**config.mk**
```make
export PLATFORM = sky130hd
export DESIGN_NAME = audio_write_arbiter
export DESIGN_NICKNAME = d
export VERILOG_FILES = /design/src/rtl/audio_write_arbiter.sv
export SDC_FILE = /design/constraint.sdc
export NUM_CORES = 1
export LEC_CHECK = 0
export ABC_CLOCK_PERIOD_IN_PS = 1600
export CORE_MARGIN = 2
export CORE_UTILIZATION = 40
export CTS_CLUSTER_SIZE = 24
export DETAILED_ROUTE_END_ITERATION = 6
export DONT_BUFFER_PORTS = 1
export HOLD_SLACK_MARGIN = 0.1
export RECOVER_POWER = 25
export SLEW_MARGIN = 20
export SYNTH_ARGS = -nofsm -noshare
export SYNTH_HDL_FRONTEND = slang
export SYNTH_SLANG_ARGS = --single-unit
```
**constraint.sdc**
```tcl
create_clock -name clk -period 1.6 [get_ports clk]
set_clock_uncertainty 0.05 [all_clocks]
set_input_delay 0 -clock clk [delete_from_list [all_inputs] [get_ports clk]]
set_output_delay 0 -clock clk [all_outputs]
set_load 0.03 [all_outputs]
```
**src/rtl/audio_write_arbiter.sv**
```systemverilog
// Fixed-priority arbiter granting one sound source the codec write port; writes every 2nd cycle, stalls on !aud_write_ready.
// Define AUDIO_MIX_EN to instead write a saturated sum of all requesting sources and ack them together.
module audio_write_arbiter #(
  parameter int NUM_SRC = 2,
  parameter int DATA_W  = 24,
  localparam int OW = (NUM_SRC > 1) ? $clog2(NUM_SRC) : 1
) (
  input  logic                        clk,
  input  logic                        reset,
  input  logic [NUM_SRC-1:0]          src_req,
  input  logic [NUM_SRC*DATA_W-1:0]   src_data,
  output logic [NUM_SRC-1:0]          src_ack,
  input  logic                        aud_write_ready,
  output logic                        aud_write,
  output logic [DATA_W-1:0]           aud_write_d,
  output logic [OW-1:0]               owner,
  output logic                        busy
);

  typedef enum logic [1:0] {IDLE, OWN, WRITE} state_t;
  state_t state;

  logic          any_req;
  logic [OW-1:0] low_idx;

  always_comb begin
    any_req = |src_req;
    low_idx = '0;
    for (int i = NUM_SRC - 1; i >= 0; i--) begin
      if (src_req[i]) low_idx = OW'(i);
    end
  end

`ifdef AUDIO_MIX_EN
  localparam int SUM_W = DATA_W + $clog2(NUM_SRC) + 1;
  logic [SUM_W-1:0]  sum;
  logic [DATA_W-1:0] mix_sat;

  // Sum is in range only when all bits above the data sign bit agree with it.
  always_comb begin
    sum = '0;
    for (int i = 0; i < NUM_SRC; i++) begin
      if (src_req[i])
        sum = sum + {{(SUM_W-DATA_W){src_data[i*DATA_W+DATA_W-1]}}, src_data[i*DATA_W +: DATA_W]};
    end
    if (&sum[SUM_W-1:DATA_W-1] || ~|sum[SUM_W-1:DATA_W-1])
      mix_sat = sum[DATA_W-1:0];
    else if (sum[SUM_W-1])
      mix_sat = {1'b1, {(DATA_W-1){1'b0}}};
    else
      mix_sat = {1'b0, {(DATA_W-1){1'b1}}};
  end
`else
  logic              owner_req;
  logic [DATA_W-1:0] owner_data;
  logic [NUM_SRC-1:0] owner_onehot;

  always_comb begin
    owner_req    = src_req[owner];
    owner_data   = src_data[owner*DATA_W +: DATA_W];
    owner_onehot = NUM_SRC'(1) << owner;
  end
`endif

  always_ff @(posedge clk or posedge reset) begin
    if (reset) begin
      state       <= IDLE;
      owner       <= '0;
      busy        <= 1'b0;
      aud_write   <= 1'b0;
      aud_write_d <= '0;
      src_ack     <= '0;
    end else begin
      // Strobe, ack and data are single-cycle; zero them unless a write fires now.
      aud_write   <= 1'b0;
      aud_write_d <= '0;
      src_ack     <= '0;
      case (state)
        IDLE: begin
          if (any_req) begin
            owner <= low_idx;
            busy  <= 1'b1;
            state <= OWN;
          end
        end
        OWN: begin
`ifdef AUDIO_MIX_EN
          if (!any_req) begin
            owner <= '0;
            busy  <= 1'b0;
            state <= IDLE;
          end else begin
            owner <= low_idx;
            if (aud_write_ready) begin
              aud_write   <= 1'b1;
              aud_write_d <= mix_sat;
              src_ack     <= src_req;
              state       <= WRITE;
            end
          end
`else
          if (!owner_req) begin
            owner <= '0;
            busy  <= 1'b0;
            state <= IDLE;
          end else if (aud_write_ready) begin
            aud_write   <= 1'b1;
            aud_write_d <= owner_data;
            src_ack     <= owner_onehot;
            state       <= WRITE;
          end
`endif
        end
        WRITE: state <= OWN;
        default: state <= IDLE;
      endcase
    end
  end

endmodule

```
### Word-level counts from Yosys, hierarchy flattened

Cells that the tools add are included.

| storage, ports and cells | value |
|---|---|
| logic and storage cells | 42 |
| flip-flop bits (word level) | 31 |

| operators by class | value |
|---|---|
| $mul | 1 |
| shifts and indexed selects | 2 |
| mux-type cells | 22 |
| reduce and logical (&&, ||, !) cells | 5 |
| equality and inequality tests | 5 |
| order comparisons | 1 |

Operator list:

| operator | number |
|---|---|
| 24-bit two-way mux | 3 |
| 48-bit by 7-bit indexed part select with 24-bit output | 1 |
| 2-bit two-way mux | 6 |
| 1-bit two-way mux | 10 |
| 2-bit case mux with 3 select lines | 1 |
| 2-bit inequality test, second input constant | 2 |
| 1-bit case mux with 2 select lines | 2 |
| 1-bit by 2-bit multiplier with 3-bit output, second input constant | 1 |
| 3-bit inequality test, second input constant | 1 |
| 3-bit AND reduction | 1 |
| 2-bit by 1-bit == test with 1-bit output, second input constant | 1 |
| 2-bit == test, second input constant | 1 |
| 2-bit logical NOT | 1 |
| 1-bit by 2-bit less-than comparator with 1-bit output, second input constant | 1 |
| 2-bit AND reduction | 1 |
| 2-bit nonzero test | 1 |
| 2-bit OR reduction | 1 |
| 1-bit by 1-bit left shift with 2-bit output, first input constant | 1 |

### Depth between registers and ports, before layout

Gate-level depths: netlist (run 1).

| logic depth | value |
|---|---|
| depth in word-level cells | 5 |
| mapped depth | 5 |
| mapped depth without buffers | 3 |

### Worst setup path before layout (run 1)

No wires, ideal clock.

| timing path | value |
|---|---|
| kind | reg-to-reg |
| start | reg owner |
| end | reg aud_write_d[13] |
| buffers on the path | 2 |
| setup slack | 266 ps |
| stages on the path, launching flop included | 6 |
| arrival time | 1159 ps |
| cells stage by stage | dfrtp_1 and2_1 buf_6 buf_12 a22oi_2 nor2_2 |

| on the way | value |
|---|---|
| cells in the longest elaborated chain, start to end | 5 |
| elaborated cells between the ends (all ways) | 7 |
| classes of those cells | 1 x mul; 1 x shift; 5 x mux |

RTL lines:

| item | RTL line | text |
|---|---|---|
| start, declared | 16 | `output logic [OW-1:0] owner,` |
| start signal, assigned | 81 | `owner <= low_idx;` |
| 1-bit by 2-bit multiplier with 3-bit output | 60 | `owner_data = src_data[owner*DATA_W +: DATA_W];` |
| 48-bit by 7-bit indexed part select with 24-bit output | 60 |  |
| 24-bit two-way mux | 106 | `end else if (aud_write_ready) begin` |
| 24-bit two-way mux (*) | 102 | `if (!owner_req) begin` |
| 24-bit two-way mux (*) | 78 | `case (state)` |
| end signal, assigned | 108 | `aud_write_d <= owner_data;` |
| end, declared | 15 | `output logic [DATA_W-1:0] aud_write_d,` |

Mark *: on every way between the ends. The rest lies on a longest branch, timed or not. The select of a mux whose other input is x is not followed.
A chain may end at the register's enable or synchronous reset.

### Worst setup path in the final report (run 1)

| timing path | value |
|---|---|
| start | reg owner |
| end | reg busy |

| on the way | value |
|---|---|
| cells in the longest elaborated chain, start to end | 4 |

RTL lines:

| item | RTL line | text |
|---|---|---|
| 1-bit two-way mux (implied by the code) (2 in a row) | 59 | `owner_req = src_req[owner];` |
| 2-bit inequality test (no source line) | -- |  |
| 3-bit AND reduction (no source line) | -- |  |
| end signal, assigned | 69 | `busy <= 1'b0;` |
| end signal, assigned | 82 | `busy <= 1'b1;` |
| end signal, assigned | 104 | `busy <= 1'b0;` |
| end, declared | 17 | `output logic busy` |

Every way passes these cells. The select of a mux whose other input is x is not followed.

==> results.md, run 1 <==
- Post-DP HPWL: 2000 um
- Pre-CTS setup slack: roughly 410 ps
- Top Ports: 82
- DIE WIDTH: 63.5 um
- Syn Nets: 164
- WHS Path Cells: 3
- Final WS setup: 386 ps
- Core Region: 3360 um^2
- Final setup viols: 0
- Initial antenna violation count: 0
- Final period utilization: 75.9%
- Sequential area share after synthesis: between 50 and 60%
- ANT cells: 0
- RSZ-0062 raised after global routing: false
- IO Port Bufs: 0
- Grt total ovfl: 0
- Fmax: 824 MHz
- Setup crit start: owner
- Min Tclk post-route: 1210 ps
- Via/cell ratio: around 5
- Post-synth ARST share: 100%
- Most frequent cells in the layout: 52 x dlygate4sd3_1, 31 x dfrtp_1, 19 x a22oi_2, 19 x nor2_2, 9 x nor2_1
- Fraction of layout cells with a size suffix above 1: about a third
- Vias: 1087
- Crit. End Element: register
- Crit path DAT: between 1000 and 1500 ps
- Worst R2R End: busy
- Startpoint type of the worst setup path: register
- Peak supply drop: 680 uV
- Complex-gate fraction of the synthesized area: 22.8%
- Dominant synthesized flop cell: dfrtp_1
- Routability congestion estimate: 0.671
- CTS tree: built
- Largest net degree at the start of global routing: 32
- Leak Pwr: 0.000839 uW
- TritonCTS Buffers: 5
- Total negative slack: 0 ps
- Post-Syn Instances: 111
- Final net count: 223
- Result of the run: completed
- Clk_lat worst skew: 320 ps
- DRC: 0
- Max clock buf depth: 2
- Layout Cells excl Fill: 217
- H-Tree Depth: 2
- Worst path required time: about 1800 ps
- MaxCap Viol Count: 0
- Area delta synth->final: 41.7%
- Iteration-0 DRC Markers: 40
- Synthesized area per cell: 12.8 um^2
- Initial Util: between 40% and 50%
- Clock transition at path regs: 90 ps
- Adder-cell share of the synthesized area: 0%
- Worst-Margin Slew: between 700 and 800 ps
- Setup Buffers After CTS: 0
- Mapped Area: ~1400 um^2
- HP Start: src_req[1]
- Yosys top cell area share: 54.8%
- FF-to-FF path depth: 4
- Yosys reg bits: 31
- Cells after DPL: 157
- Die span in y: 63.5 um
- Unique masters post-synth: 20
- Slew headroom: 50.5%
- Drt first pass iters: 4
- Synth area leaders: dfrtp_1 55%, a22oi_2 17%, nor2_2 8.4%, buf_6 3.2%, buf_12 2.8%
- Commonest non-fill, non-tap cell in the layout: dlygate4sd3_1
- First-pass GRT wire length: 5620 um
- Crit path max fanout: 13
- CTS root buffer: clkbuf_4
- Mux cell area share after synthesis: 0%
- TritonCTS Sinks: 31
- Worst hold path class: input pin to register
- Post-route ant nets: 0
- Post-Synth Simple-Gate Area: 14.4%
- Cell row count: 21
- EDFF count, synth: 0
- Vias in the first global route: between 1000 and 1500
- Yosys warning total: 0
- Wirelength per Cell: 16.3 um
- R2r setup slk: 390 ps
- R2R Path Start: owner
- Global Route Usage Sum: 18.9%
- Die ar.: around 4000 um^2
- Max-slew violation count: 0
- Critical path endpoint: busy
- Area leader, netlist: dfrtp_1
- Crit Path Class: register to register
- Largest family of logic cells by synthesized area: compound AO/OA/AOI/OAI gates
- Post-Synth XOR/XNOR Area: 0%
- Power Density: 996 nW/um^2
- Post-Route WL: 3530 um
- Hold Violations, Final: 0
-- worst max-delay path, cell delays in order (launching register included) --
cell     delay, ps
dfrtp_1        410
and2_1         160
buf_4          200
nor2_1         180
a31oi_1        100
-- cell families after synthesis --
kind of cell / Yosys count
flops: 31
compound gates: 32
buf+inv: 13
simple gates: 35
-- flip-flops by register name, indices dropped and copies added, names as in the netlist --
| name | flops |
|---|---|
| aud_write_d | 24 |
| src_ack | 2 |
| state | 2 |
| aud_write | 1 |
| busy | 1 |
| owner | 1 |
-- stage by stage --
step	power, uW	instance area, um^2	util [%]	hold WS (ps)
floorplan	1440	1420	-	53.5
global placement	1470	1440	42.8	-63.4
detailed placement	1490	1440	42.8	-61.1
CTS	2020	2010	59.7	129
global route	2120	2010	59.7	173
finish	2000	2010	59.7	159
-- power breakdown --
part / internal (uW) / switching [uW] / leakage [uW] / total, uW
Clock: 171 / 242 / 0.0000293 / 412
Sequential: 861 / 185 / 0.000421 / 1050
Combinational: 254 / 286 / 0.000389 / 539
Total: 1290 / 712 / 0.000839 / 2000
-- per-layer routing --
| layer | track usage [%] | routed length [um] |
|---|---|---|
| met1 | 16.1 | 1160 |
| met2 | 37.6 | 2040 |
| met3 | 6.79 | 255 |
| met4 | 9.24 | 74 |
| met5 | 0 | 0 |
-- worst min path at each step --
stage,endpoint
6_report,src_ack[1]
3_3_place_gp,aud_write_d[11]
2_1_floorplan,aud_write
3_5_place_dp,aud_write_d[7]
5_1_grt,aud_write_d[9]
4_1_cts,aud_write_d[17]
-- cell usage after synthesis, types with 2 or more instances --
| master | n |
|---|---|
| a21oi_1 | 4 |
| buf_6 | 4 |
| a31oi_1 | 2 |
| nor2_2 | 19 |
| nor2_1 | 9 |
| a22oi_2 | 19 |
| a22oi_1 | 5 |
| dfrtp_1 | 31 |
| buf_2 | 2 |
| inv_1 | 5 |
| buf_12 | 2 |
-- area by class of cell --
type / count / area [um^2]
repair buffers: 60 / 578
inverters: 5 / 18.8
clock buffers: 7 / 45.0
clock inverters: 1 / 5.00
flip-flops and latches: 31 / 776
well taps: 46 / 57.6
fillers: 285 / 1360
multi-input cells: 67 / 527
-- what timing repair did --
action / 4_1_cts / 5_1_grt
hold endpoints to repair: 61 / 0
resized for setup: 0 / 0
hold buffers: 52 / 0
(Power assumes the default switching activity.)
==> inputs of run 2 (changes only) <==
--- a/config.mk
+++ b/config.mk
@@ -5,7 +5,8 @@
 export SDC_FILE = /design/constraint.sdc
 export NUM_CORES = 1
 export LEC_CHECK = 0
-export ABC_CLOCK_PERIOD_IN_PS = 1600
+export ABC_AREA = 1
+export ABC_CLOCK_PERIOD_IN_PS = 1000
 export CORE_MARGIN = 2
 export CORE_UTILIZATION = 40
 export CTS_CLUSTER_SIZE = 24
==> constraint.sdc (replaced) <==
create_clock -name clk -period 1 [get_ports clk]
set_clock_uncertainty 0.05 [all_clocks]
set_input_delay 0 -clock clk [delete_from_list [all_inputs] [get_ports clk]]
set_output_delay 0 -clock clk [all_outputs]
set_load 0.03 [all_outputs]
==> run 2 against run 1 <==
Compared with the run above: clock power up 130%; maximum frequency rose by 3.3%; critical endpoint is now aud_write_d[16]; worst setup slack lost 560 ps; total power rose to 2.7 times the previous value; die area is 18% higher; global-route usage down 1.5 points; largest power group is now combinational cells; synthesized cell count up 73%; core utilization is 7.8 points lower; via count increased by 20%; area after synthesis is 20% higher; largest cell class is now multi-input combinational cells; highest routed layer unchanged; critical path depth grew 2; critical path type unchanged; the run now ends with negative hold slack, negative setup slack left.
==> results.md, run 2 <==
- EDFF count, synth: 0
- Post-Syn Instances: 192
- TritonCTS Buffers: 5
- Global Route Usage Sum: 17.4%
- Area after DPL: about 1900 um^2
- Gate power share: between 40% and 50%
- RSZ-0062 raised after global routing: true
- Largest net degree at the start of global routing: 27
- Synthesized area per cell: between 8 and 9 um^2
- Most frequent cells in the layout: 74 x nand2_1, 30 x dfrtp_1, 21 x nand3_2, 21 x nor2_2, 8 x buf_4
- Cells after DPL: between 200 and 250
- Util after Layout: 51.9%
- Most common cell in the netlist: nand2_1
- Result of the run: finished, violations left
- First-pass GRT wire length: 6670 um
- Min Tclk post-route: 1180 ps
- Sequential area share after synthesis: 45.7%
- Switching portion of total power: a little over two fifths
- Unique masters post-synth: 20
- Max-slew violation count: 0
- Clk_lat worst skew: 270 ps
- Die span in y: 69.1 um
- Yosys reg bits: 31
- ANT cells: 0
- CTS root buffer: clkbuf_8
- Final WS setup: -176 ps
- Synth area leaders: dfrtp_1 46%, nand2_1 17%, nand3_2 12%, nor2_2 7.4%, buf_4 3.5%
- Crit Path Class: register to register
- DRC: 0
- Fraction of layout cells with a size suffix above 1: 40.8%
- Grt total ovfl: 0
- Synth top cells by count: 79 x nand2_1, 31 x dfrtp_1, 20 x nand3_2, 20 x nor2_2, 8 x buf_4
- Die ar.: 4780 um^2
- Worst path required time: 1160 ps
- Cell row count: 23
- Leak Pwr: 0.00101 uW
- DIE WIDTH: 69.1 um
- Initial Util: 42.1%
- Post-DP HPWL: 2850 um
- Final setup viols: 32
- Yosys top cell area share: 45.7%
- Crit path DAT: 1340 ps
- H-Tree Depth: 2
- Startpoint type of the worst setup path: register
- Vias in the first global route: 1400
- Slew headroom: between 70% and 80%
- IO Port Bufs: 0
- Yosys warning total: 0
- Pint: 3060 uW
- TritonCTS Sinks: 31
- Post-synth ARST share: 100%
- Fin area: approximately 2100 um^2
- Biggest regs: aud_write_d x24, src_ack x2, state x2
- Layout Cells excl Fill: 263
- Top Ports: ~80
- Clock transition at path regs: roughly 60 ps
- Drt first pass iters: 4
- Part of the power in registers: 35.1%
- Hold Violations, Final: 29
- Dominant synthesized flop cell: dfrtp_1
- Final net count: 265
- Iteration-0 DRC Markers: 96
- Final period utilization: 118%
- Core Region: 4030 um^2
- Clk pwr share: 17.3%
- CTS tree: built
- Hold buffer count at CTS: 4
- Worst hold path class: input pin to register
- Crit path max fanout: 10
- Syn Nets: 245
- PnR Total Power: 5400 uW
- Initial antenna violation count: 0
- Fmax: approximately 850 MHz
- Post-route ant nets: 0
- MaxCap Viol Count: 0
- Max clock buf depth: 2
- Commonest non-fill, non-tap cell in the layout: nand2_1
- Net switching power: 2340 uW
- Area leader, netlist: dfrtp_1
- Area delta synth->final: 23.2%
- Most flop-heavy register: aud_write_d
- Mapped Area: roughly 1700 um^2
- Power Density: 2580 nW/um^2
- Routability congestion estimate: ~0.84
- Peak supply drop: 1410 uV
- Crit. End Element: register
- Failing checks: negative hold slack, negative setup slack
- Worst-Margin Slew: 432 ps
- Vias: 1306
- Wirelength per Cell: between 10 and 15 um
- Via/cell ratio: 4.97
- Post-Route WL: about 3900 um
- Hold Slack: -211 ps
- Largest register FFs: 24
run 2: cell types whose count changed in the layout (fill, tap and decap cells not counted), sizes merged, moves of 2 or more:
cell	previous run	this run
a21oi	4	2
a22oi	24	0
a31oi	2	0
buf	7	19
dlygate4sd3	52	4
inv	5	7
nand2	0	83
nand3	1	25
run 2: final cells by class:
class	count	area, um^2
clock buffers	7	76.3
fillers	393	1940
clock inverters	1	5.00
flip-flops and latches	31	777
repair buffers	25	287
inverters	7	33.8
well taps	50	62.6
multi-input cells	142	848
run 2: metrics by stage:
| stage | TNS [ps] | setup WS [ps] |
|---|---|---|
| 6_report | -4820 | -176 |
| 5_1_grt | -6740 | -247 |
| 4_1_cts | -4730 | -174 |
| 3_5_place_dp | -3670 | -174 |
| 3_3_place_gp | -2600 | -114 |
| 2_1_floorplan | -5800 | -217 |
run 2: logic make-up after synthesis:
family / share of synthesized area (%)
compound gates: 1.03
simple gates: 44.5
flops: 45.7
buf+inv: 8.78
run 2: power groups by stage:
stage	Combinational (uW)	Sequential [uW]	Clock, uW
after floorplan	1610	1920	0
after global placement	2250	1910	0
after detailed placement	2310	1910	0
after CTS	2460	1900	967
after global routing	2830	1910	1040
final	2570	1900	932
run 2: layer usage:
| layer | GRT usage [%] | part of all wire [%] |
|---|---|---|
| met3 | 6.87 | 7.1 |
| met2 | 28.7 | 51 |
| met1 | 20.2 | 40 |
| met5 | 0 | 0 |
| met4 | 6.97 | 1.9 |
run 2: what timing repair did:
action                                  4_1_cts  5_1_grt
setup buffers                                 2        1
resized for setup                            11        8
endpoints found under the setup margin       32       32
pin swaps                                     4        3
endpoints found under the hold margin        62       30
run 2: path summary, 6_finish.rpt:
kind | startpoint | endpoint | slack, ps | cells past startpoint
hold reg to reg | busy | busy | 430 | 2
max in group asynchronous | reset | aud_write_d[20] | 370 | 3
hold / removal | aud_write_ready | aud_write_d[20] | -210 | 2
setup / recovery | owner | aud_write_d[16] | -180 | 6
min in group asynchronous | reset | aud_write_d[11] | 200 | 3
setup reg to reg | owner | aud_write_d[16] | -180 | 6
run 2: critical path: stages, from the launching register on:
cell and delay, ps:
dfrtp_2 490, inv_8 120, nand2_8 60, nand2_8 90, buf_12 150, nand3_2 60, nor2_2 80
==> inputs of run 3 (changes only) <==
--- a/config.mk
+++ b/config.mk
@@ -6,8 +6,7 @@
 export NUM_CORES = 1
 export LEC_CHECK = 0
 export ABC_AREA = 1
-export ABC_CLOCK_PERIOD_IN_PS = 1000
-export CORE_MARGIN = 2
+export ABC_CLOCK_PERIOD_IN_PS = 1030
 export CORE_UTILIZATION = 40
 export CTS_CLUSTER_SIZE = 24
 export DETAILED_ROUTE_END_ITERATION = 6
==> constraint.sdc (replaced) <==
create_clock -name clk -period 1.03 [get_ports clk]
set_clock_uncertainty 0.05 [all_clocks]
set_input_delay 0 -clock clk [delete_from_list [all_inputs] [get_ports clk]]
set_output_delay 0 -clock clk [all_outputs]
set_load 0.03 [all_outputs]
==> run 3 against run 2 <==
Compared with the run above: the flow still finishes with violations (negative hold slack, negative setup slack); global-route usage decreased by 0.075 points; worst setup slack better by 30 ps; worst hold slack worse by 2.7 ps; die area is 5.7% lower; critical path type unchanged.
==> results.md, run 3 (synthesis gave the netlist of run 2 again) <==
- Setup crit start: owner
- Clk pwr share: 17.6%
- Min Tclk post-route: 1180 ps
- Hold Violations, Final: 25
- R2R Path Start: owner
- Max clock buf depth: 2
- Grt total ovfl: 0
- Crit path DAT: 1290 ps
- Vias in the first global route: 1221
- Initial antenna violation count: 0
- Routability congestion estimate: 0.839
- PnR Total Power: 5070 uW
- CTS tree: built
- Hold Slack: -214 ps
- Startpoint type of the worst setup path: register
- Iteration-0 DRC Markers: 78
- Switching portion of total power: 42.4%
- DRC: 0
- Top Ports: 82
- Via/cell ratio: 4.90
- Worst-path cell with the longest stage delay: dfrtp_2
- First-pass GRT wire length: 5640 um
- Worst hold path class: input pin to register
- Critical path endpoint: owner
- Die span in y: 67.1 um
- Fmax: 850 MHz
- Peak supply drop: slightly above 1000 uV
- Final WS setup: -146 ps
- Post-Route WL: 3660 um
- TritonCTS Sinks: 31
- Slew headroom: 70.7%
- Result of the run: finished, violations left
- Part of the power in registers: 36.2%
- Gate power share: 46.2%
- IO Port Bufs: 0
- Pint: 2920 uW
- Crit. End Element: register
- Most flop-heavy register: aud_write_d
- ANT cells: 0
- Final setup viols: 31
- Commonest non-fill, non-tap cell in the layout: nand2_1
- Largest register FFs: 24
- Clock transition at path regs: 60 ps
- CTS root buffer: clkbuf_8
- Max-slew violation count: 0
- Worst path required time: 1140 ps
- Core Region: just over 4000 um^2
- Wirelength per Cell: 14.0 um
- Global Route Usage Sum: between 15 and 20%
- DIE WIDTH: ~67 um
- Net switching power: around 2100 uW
- Largest net degree at the start of global routing: 27
- Final period utilization: 114%
- Leak Pwr: 0.00101 uW
- Worst-Margin Slew: about 440 ps
- Failing checks: negative hold slack, negative setup slack
- Worst R2R End: owner
- H-Tree Depth: 2
- Drt first pass iters: 4
- Crit Path Class: register to register
- Post-route ant nets: 0
- Clk_lat worst skew: 270 ps
- Hold buffer count at CTS: 4
- Most frequent cells in the layout: 78 x nand2_1, 30 x dfrtp_1, 21 x nand3_2, 21 x nor2_2, 9 x buf_4
- Vias: 1283
- MaxCap Viol Count: 0
- R2r setup slk: -150 ps
- Die ar.: between 4000 and 5000 um^2
- FF-to-FF path depth: 7
- Final net count: 264
- Crit path max fanout: 6
- Crit-path cells: inv_8 -> nand2_8 -> nand2_8 -> nand2_4 -> nand2_2 -> nand2_1 -> nand2_1
- Biggest regs: aud_write_d x24, src_ack x2, state x2
- Cell row count: 23
- RSZ-0062 raised after global routing: true
- Power Density: 2480 nW/um^2
- TritonCTS Buffers: 5
- Initial Util: between 40% and 50%
- Fraction of layout cells with a size suffix above 1: a little under two fifths
- Area delta synth->final: 20.3%
- Post-DP HPWL: between 2000 and 3000 um
- Total negative slack: -3450 ps
- Max stage delay on crit path: 480 ps
[run 3: cell count changes in the layout (fill, tap and decap cells not counted), sizes merged]
cell    previous run  this run
buf               19        17
clkbuf             9        10
[run 3: metal layers]
| metal | global-route usage (%) | vias up | routed length, um |
|---|---|---|---|
| li1 | - | 630 | - |
| met1 | 19.3 | 606 | 1520 |
| met2 | 29.4 | 45 | 1880 |
| met3 | 5.82 | 2 | 240 |
| met4 | 8.24 | 0 | 17 |
| met5 | 0 | - | 0 |
[run 3: stage by stage]
step	std cells	util [%]	hold WS, ps	instance area (um^2)	setup slack (ps)
5_1_grt	262	50.7	-233	2040	-210
3_3_place_gp	248	46.5	-130	1870	-90.0
6_report	262	50.7	-214	2040	-146
2_1_floorplan	192	-	53.4	1710	-187
3_5_place_dp	248	46.5	-116	1870	-134
4_1_cts	261	50.0	-218	2020	-151
[run 3: final cells by class]
class                   instances  area, um^2
fillers                       400        1990
multi-input cells             142         801
flip-flops and latches         31         777
repair buffers                 24         285
clock buffers                   7        76.3
well taps                      50        62.6
inverters                       7        33.8
clock inverters                 1        5.00
[run 3: power by group through the flow]
stage	Clock [uW]	Sequential (uW)	Combinational, uW
after floorplan	0	1870	1560
after global placement	0	1850	2180
after detailed placement	0	1860	2220
after CTS	925	1840	2290
after global routing	972	1870	2580
final	891	1840	2340
[run 3: critical path, delay by kind of cell (launching register included)]
family	cells	cell delay, ps
DFF	1	480
and+or+nand+nor	6	460
buffers and inverters	1	70
[run 3: how the worst min path moves through the flow]
stage / startpoint / end / slack, ps / cells past startpoint
after floorplan: reset / aud_write / 50 / 1
after global placement: reset / aud_write_d[13] / -130 / 2
after detailed placement: reset / aud_write_d[13] / -120 / 2
after CTS: aud_write_ready / aud_write_d[20] / -220 / 2
after global routing: aud_write_ready / aud_write_d[22] / -230 / 2
final: aud_write_ready / aud_write_d[22] / -210 / 2
[run 3: timing repair]
action                     4_1_cts  5_1_grt
setup endpoints to repair       31       32
buffers inserted                 1        0
gates cloned                     0        1
hold endpoints to repair        62       30
gates resized for setup          4        1
pin swaps                        1        2
